File: src/rtl/dmem_arb_pkg.sv
// dmem_arb_pkg: shared state encoding, port ids and default sizes for the data-memory arbiter
package dmem_arb_pkg;
    localparam int AW_DEF    = 32;
    localparam int DW_DEF    = 32;
    localparam int DEPTH_DEF = 128;
    typedef enum logic [1:0] {
        IDLE   = 2'd0,
        ACCESS = 2'd1,
        RESP   = 2'd2
    } state_t;
    localparam logic PORT_CORE = 1'b0;
    localparam logic PORT_DMA  = 1'b1;
endpackage

File: src/rtl/dmem_arbiter_rr_pick2.sv
// rr_pick2: combinational two-way round-robin picker; masked requesters are ignored, ties go to the port not served last
module rr_pick2 (
    input  logic [1:0] req,
    input  logic       last,
    input  logic [1:0] mask,
    output logic       valid,
    output logic       winner
);
    logic [1:0] cand;
    assign cand   = req & ~mask;
    assign valid  = |cand;
    assign winner = (cand == 2'b11) ? ~last : cand[1];
endmodule

File: src/rtl/dmem_arbiter.sv
// dmem_arbiter: two-port round-robin sequencer in front of a single-port word memory; optional address range check under DMEM_RANGE_CHECK_EN
module dmem_arbiter
    import dmem_arb_pkg::*;
#(
    parameter int AW          = AW_DEF,
    parameter int DW          = DW_DEF,
    parameter int DEPTH_WORDS = DEPTH_DEF
) (
    input  logic          CLK,
    input  logic          RST_N,
    input  logic          REQ0,
    input  logic          WE0,
    input  logic [AW-1:0] A0,
    input  logic [DW-1:0] WD0,
    output logic          ACK0,
    output logic [DW-1:0] RD0,
    input  logic          REQ1,
    input  logic          WE1,
    input  logic [AW-1:0] A1,
    input  logic [DW-1:0] WD1,
    output logic          ACK1,
    output logic [DW-1:0] RD1,
    output logic          MEM_WE,
    output logic [AW-1:0] MEM_A,
    output logic [DW-1:0] MEM_WD,
    input  logic [DW-1:0] MEM_RD,
    output logic          BUSY
`ifdef DMEM_RANGE_CHECK_EN
    ,
    output logic          ERR0,
    output logic          ERR1
`endif
);
    state_t        state, state_d;
    logic          owner, last, cmd_we, load, oor;
    logic [AW-1:0] cmd_a;
    logic [DW-1:0] cmd_wd, rd_val;
    logic [1:0]    mask;
    logic          pick_valid, pick_winner;

    // in RESP the owner's request is the one just acknowledged, so only the other port competes
    assign mask = (state == RESP) ? (owner ? 2'b10 : 2'b01) : 2'b00;

    rr_pick2 u_pick (
        .req   ({REQ1, REQ0}),
        .last  (last),
        .mask  (mask),
        .valid (pick_valid),
        .winner(pick_winner)
    );

`ifdef DMEM_RANGE_CHECK_EN
    assign oor = cmd_a[AW-1:2] >= (AW-2)'(DEPTH_WORDS);
`else
    assign oor = 1'b0;
    logic unused_depth;
    assign unused_depth = DEPTH_WORDS > 0;
`endif

    assign rd_val = oor ? '0 : MEM_RD;
    assign MEM_A  = cmd_a;
    assign MEM_WD = cmd_wd;
    assign MEM_WE = RST_N && (state == ACCESS) && cmd_we && !oor;
    assign BUSY   = state != IDLE;

    // next state: IDLE and RESP both grant when a candidate exists, ACCESS always answers in RESP
    always_comb begin
        load    = ((state == IDLE) || (state == RESP)) && pick_valid;
        state_d = load ? ACCESS : (state == ACCESS) ? RESP : IDLE;
    end

    // state register
    always_ff @(posedge CLK) begin
        if (!RST_N) state <= IDLE;
        else        state <= state_d;
    end

    // command capture on grant, read/ack response registered at the end of ACCESS
    always_ff @(posedge CLK) begin
        if (!RST_N) begin
            owner  <= PORT_CORE;
            last   <= PORT_DMA;
            cmd_we <= 1'b0;
            cmd_a  <= '0;
            cmd_wd <= '0;
            ACK0   <= 1'b0;
            ACK1   <= 1'b0;
            RD0    <= '0;
            RD1    <= '0;
`ifdef DMEM_RANGE_CHECK_EN
            ERR0   <= 1'b0;
            ERR1   <= 1'b0;
`endif
        end else begin
            ACK0 <= (state == ACCESS) && (owner == PORT_CORE);
            ACK1 <= (state == ACCESS) && (owner == PORT_DMA);
`ifdef DMEM_RANGE_CHECK_EN
            ERR0 <= (state == ACCESS) && (owner == PORT_CORE) && oor;
            ERR1 <= (state == ACCESS) && (owner == PORT_DMA) && oor;
`endif
            if (load) begin
                owner  <= pick_winner;
                cmd_we <= pick_winner ? WE1 : WE0;
                cmd_a  <= pick_winner ? A1 : A0;
                cmd_wd <= pick_winner ? WD1 : WD0;
            end
            if (state == ACCESS) begin
                last <= owner;
                if (!cmd_we && (owner == PORT_CORE)) RD0 <= rd_val;
                if (!cmd_we && (owner == PORT_DMA))  RD1 <= rd_val;
            end
        end
    end
endmodule
File: config.mk
export PLATFORM = sky130hd
export DESIGN_NAME = dmem_arbiter
export DESIGN_NICKNAME = d
export VERILOG_FILES = /design/src/rtl/dmem_arb_pkg.sv /design/src/rtl/dmem_arbiter_rr_pick2.sv /design/src/rtl/dmem_arbiter.sv
export SDC_FILE = /design/constraint.sdc
export NUM_CORES = 1
export LEC_CHECK = 0
export ABC_CLOCK_PERIOD_IN_PS = 2450
export CAP_MARGIN = 20
export CORE_MARGIN = 5
export CORE_UTILIZATION = 41
export CTS_CLUSTER_DIAMETER = 200
export DETAILED_ROUTE_END_ITERATION = 7
export PLACE_DENSITY = 0.95
export SLEW_MARGIN = 20
export SYNTH_ARGS = -nofsm -noshare
export SYNTH_HDL_FRONTEND = slang
export SYNTH_SLANG_ARGS = --single-unit
File: constraint.sdc
create_clock -name CLK -period 2.45 [get_ports CLK]
set_input_delay 0.49 -clock CLK [delete_from_list [all_inputs] [get_ports CLK]]
set_output_delay 0.49 -clock CLK [all_outputs]
set_load 0.02 [all_outputs]
### Yosys cells after proc, flatten, opt, wreduce, memory -nomap -nowiden

Index checks and enable logic that the tools add are counted.

* reduce and logical (&&, ||, !) cells: 15
* equality and inequality tests: 3
* $mul: 0
* bitwise gates (word level): 5
* div/mod/pow operators: 0
* magnitude comparators: 0
* shift-type cells: 0
* muxes and demuxes: 8
* add/subtract/negate cells: 0

Operators by type and width (count)
* 32-bit two-way mux: 2
* 1-bit logical AND: 7
* 2-bit two-way mux: 3
* 2-bit equality test (second input constant): 2
* 2-bit AND reduction: 2
* 2-bit OR reduction: 2
* 1-bit two-way mux: 3
* 1-bit inverter: 3
* 2-bit AND: 1
* 2-bit by 1-bit equality test with 1-bit output (second input constant): 1
* 2-bit zero test: 1
* 2-bit inverter: 1
* 2-bit nonzero test: 1
* 1-bit zero test: 1
* 1-bit logical OR: 1

* word-level logic and storage cells: 42
* memory bits (read-only): 0
* input port bits: 166
* memory bits (writable): 0
* memories kept: 0
* bits in latches: 0
* flip-flop bits (word level): 135
* output and inout bits: 132

### Logic depth before layout (Yosys ltp)

* depth after elaboration: 7
* depth in mapped cells: 7
* gate-level depth less buffers: 4

### Modules after synthesis

Synthesis repeated with hierarchy kept, for this count alone.

* cell total of the unflattened synthesis: 530
* area, all modules: 5388.9 um^2

Modules (own cells, without submodules)
* dmem_arbiter: area an instance 5350.1 um^2, times used 1, cells an instance 525, sequential area each 2702.6 um^2
* rr_pick2: area an instance 38.8 um^2, times used 1, cells an instance 5, sequential area each 0.0 um^2

### Worst setup path after synthesis

OpenSTA, ideal clock, no wires.

* kind: input-to-output
* start: input RST_N
* end: output MEM_WE
* stages: 2
* buffers on the path: 1
* arrival: 0.977 ns
* slack: 0.983 ns
* data required time: 1.960 ns
* path through: clkbuf_1 > and3_1

* longest elaborated chain between the ends: 2

Ends and longest elaborated chain
* from (decl): RTL line dmem_arbiter.sv:10 `input logic RST_N,`
* 1-bit logical AND (2 in series): RTL line dmem_arbiter.sv:63 `assign MEM_WE = RST_N && (state == ACCESS) && cmd_we && !oor;`
* to (decl): RTL line dmem_arbiter.sv:23 `output logic MEM_WE,`

No other way between the ends.

### Worst setup path in the final report

* start: register state[0]
* end: output MEM_WE

* longest elaborated chain between the ends: 3

Ends and longest elaborated chain
* from (decl): RTL line dmem_arbiter.sv:34 `state_t state, state_d;`
* from (signal assigned): RTL line dmem_arbiter.sv:75 `else state <= state_d;`
* 2-bit by 1-bit equality test with 1-bit output: RTL line dmem_arbiter.sv:63
* 1-bit logical AND (2 in series): RTL line dmem_arbiter.sv:63

No other way between the ends.

==> summary.txt <==
Run status
  – Status: finished, final reports clean

Power and ir drop
  – Power Density: 663 nW/um^2
  – VDD IR-drop max: about 630 uV
  – Total power: around 6 mW
  – Sw frac: 0.268
  – Static Leakage: roughly 3.5 nW
  – Sw power: approximately 1.6 mW
  – Clock power share: 0.378
  – Combinational group share of total power: 0.210
  – Sequential power share: 0.412
  – Cell internal pwr: 4.35 mW

STA
  – Period minus WS final: around 2.2 ns
  – Fin Setup TNS: 0 ns
  – Worst rel slew slack: 0.636
  – Tcrit/Tclk final: 0.897
  – RSZ-0062 raised after global routing: false
  – Final setup viols: 0
  – Fmax: approximately 460 MHz
  – Final Slew Violations: 0
  – Clock skew: approximately 0.0055 ns
  – Final Hold Fails: 0
  – Worst Tran Pin Value: around 0.55 ns

Detailed routing
  – Antenna viol nets, final: 0
  – Via count: approximately 5,100
  – Number of vias per cell: between 5 and 6
  – Drt wl/cell: 19.0 um
  – Drt first pass iters: 5
  – Number of DRC markers in iteration 0: roughly 320
  – WL final: ~19,000 um
  – DRC: 0

Synthesis
  – Main synth FF type: dfxtp_1
  – Post-synth cell types: 25
  – Seq/Total Area, Yosys: 0.513
  – Top-area cell type share of the netlist area: 0.513
  – Syn_nets: around 690
  – Cells after synthesis: approximately 530
  – Asr flop ratio synth: 0
  – Flops & latches, synth: between 100 and 150
  – Post-synth EDFFs: 0
  – Count leader, synth: dfxtp_1
  – Ys Warns: 0
  – Ranking of synthesized cells by area: dfxtp_1 51%, mux2i_1 12%, o2bb2ai_1 11%
  – Synth cell count leaders: 135 x dfxtp_1, 131 x nand2_1, 66 x o2bb2ai_1
  – Leading area contributor after synthesis: dfxtp_1
  – Synth Cell Area: approximately 5300 um^2
  – Synthesized area per cell: ~10 um^2

Final layout
  – Number of diodes: 0
  – Fillers: a little over 900
  – Layout cells sized above 1: 0.0582
  – Final Net Count: approximately 980
  – Syn-to-layout area delta: 70.0%

Clocking
  – Setup Buffers After CTS: 0
  – Reg clk slew, reported paths: 0.05 ns
  – Clock Root Buffer: clkbuf_16
  – Clk_lat worst skew: roughly 0.42 ns
  – CTS tree: yes
  – Sink Count: about 140
  – Clk buf depth: 2
  – Number of H-tree levels: 4
  – Cts bufs inserted: 17

Setup path
  – CP Max Fanout: 6
  – Startpoint types: flip-flop
  – Setup CP Type: reg -> out
  – Worst EP arrival: about 1.7 ns
  – WP data required: 1.96 ns
  – Setup crit end kind: primary output

Die
  – Die area: roughly 15,000 um^2
  – Die X: between 100 and 150 um
  – Die span in y: 123 um
  – IO Pins: ~300
  – Placement Rows: roughly 40
  – Core area: between 10,000 and 15,000 um^2
  – Initial Utilization: 0.418

Placement
  – DPL Wire Length: 13,800 um
  – Routability cong.: roughly 0.77
  – Port bufs: just under 300

Min path
  – Class of the worst hold path: reg -> reg

Job
  – Maximum Capacitance Violations: 0

GRT
  – Initial antenna violation count: 0
  – GRT Resource Usage Total: 0.240
  – Largest net degree at the start of global routing: just under 70
  – Vias in the first global route: 5,234
  – First-pass GRT wire length: ~28,000 um
  – Gr ovfl total: 0
==> sequential cells by signal, indices dropped and copies added, names as in the netlist <==
signal	flops
ACK0	1
ACK1	1
MEM_A	32
MEM_WD	32
RD0	32
RD1	32
cmd_we	1
last	1
owner	1
state	2
==> cells in the final DEF (no fill, tap or decap), types with 3 or more instances in the layout <==
| cell type | Yosys | final |
|---|---|---|
| clkinvlp_4 | 0 | 3 |
| mux2i_1 | 65 | 65 |
| dfxtp_1 | 135 | 135 |
| buf_4 | 3 | 9 |
| nor2b_1 | 3 | 3 |
| clkdlybuf4s50_1 | 0 | 295 |
| o2bb2ai_1 | 66 | 66 |
| a21boi_0 | 40 | 40 |
| clkbuf_1 | 16 | 4 |
| clkbuf_16 | 0 | 17 |
| a21boi_1 | 25 | 24 |
| buf_12 | 0 | 5 |
| clkinv_2 | 0 | 4 |
| nand2_1 | 131 | 131 |
==> per-stage QoR <==
step                utilization  setup WS, ns  cell area, um^2  hold WS [ns]  instances
floorplan                     -         0.983             5270         0.440        525
finish                    0.710         0.253             8960         0.453        997
detailed placement        0.669         0.222             8440         0.447        966
global route              0.710         0.130             8960         0.472        997
global placement          0.669         0.291             8440         0.439        966
CTS                       0.710         0.240             8960         0.453        997
==> critical path, stage by stage, from the launching register on <==
cell	delay, ns
dfxtp_1	0.42
nor2b_1	0.29
and3_1	0.20
dlygate4sd2_1	0.38
==> cells by family (layout without fill, tap and decap cells) <==
logic type      after synthesis  in the layout  synth area share
compound gates              134            134             0.207
flops                       135            135             0.513
buf+inv                      44            344            0.0427
mux                          65             65             0.123
simple gates                147            147             0.114
==> what timing repair did <==
item / in CTS / in global routing
hold buffers: 0 / 0
setup endpoints to repair: 1 / 0
gates resized for setup: 1 / 0
==> power by group through the flow <==
| stage | Combinational [mW] | Sequential [mW] | Clock [mW] |
|---|---|---|---|
| detailed placement | 1.24 | 2.49 | 0 |
| global placement | 1.21 | 2.48 | 0 |
| global route | 1.31 | 2.46 | 2.39 |
| CTS | 1.25 | 2.45 | 2.29 |
| finish | 1.25 | 2.45 | 2.24 |
| floorplan | 0.371 | 2.65 | 0 |
==> routing by layer <==
layer,wire (um),track usage,part of all wire
met1,6790,0.250,0.36
met2,10100,0.436,0.53
met3,1630,0.0915,0.086
met4,473,0.0886,0.025
met5,0,0,0
==> worst paths after layout <==
kind,from,endpoint,slack [ns],cells after the start
worst max-delay path,state[0],MEM_WE,0.25,3
worst min-delay path,RD0[29],RD0[29],0.45,2
worst max register to register,owner,MEM_A[18],0.59,6
worst min register to register,RD0[29],RD0[29],0.45,2
==> final cells by class <==
cell class,instances,area [um^2],share of cell area
clock inverter,8,51.3,0.00572
sequential,135,2700,0.302
multi-input combinational,346,2380,0.266
timing repair buffer,311,3130,0.350
inverter,2,7.51,0.000838
clock buffer,23,468,0.0522
tap,172,215,0.0240
Note: power is estimated with default switching activity, not from simulation.
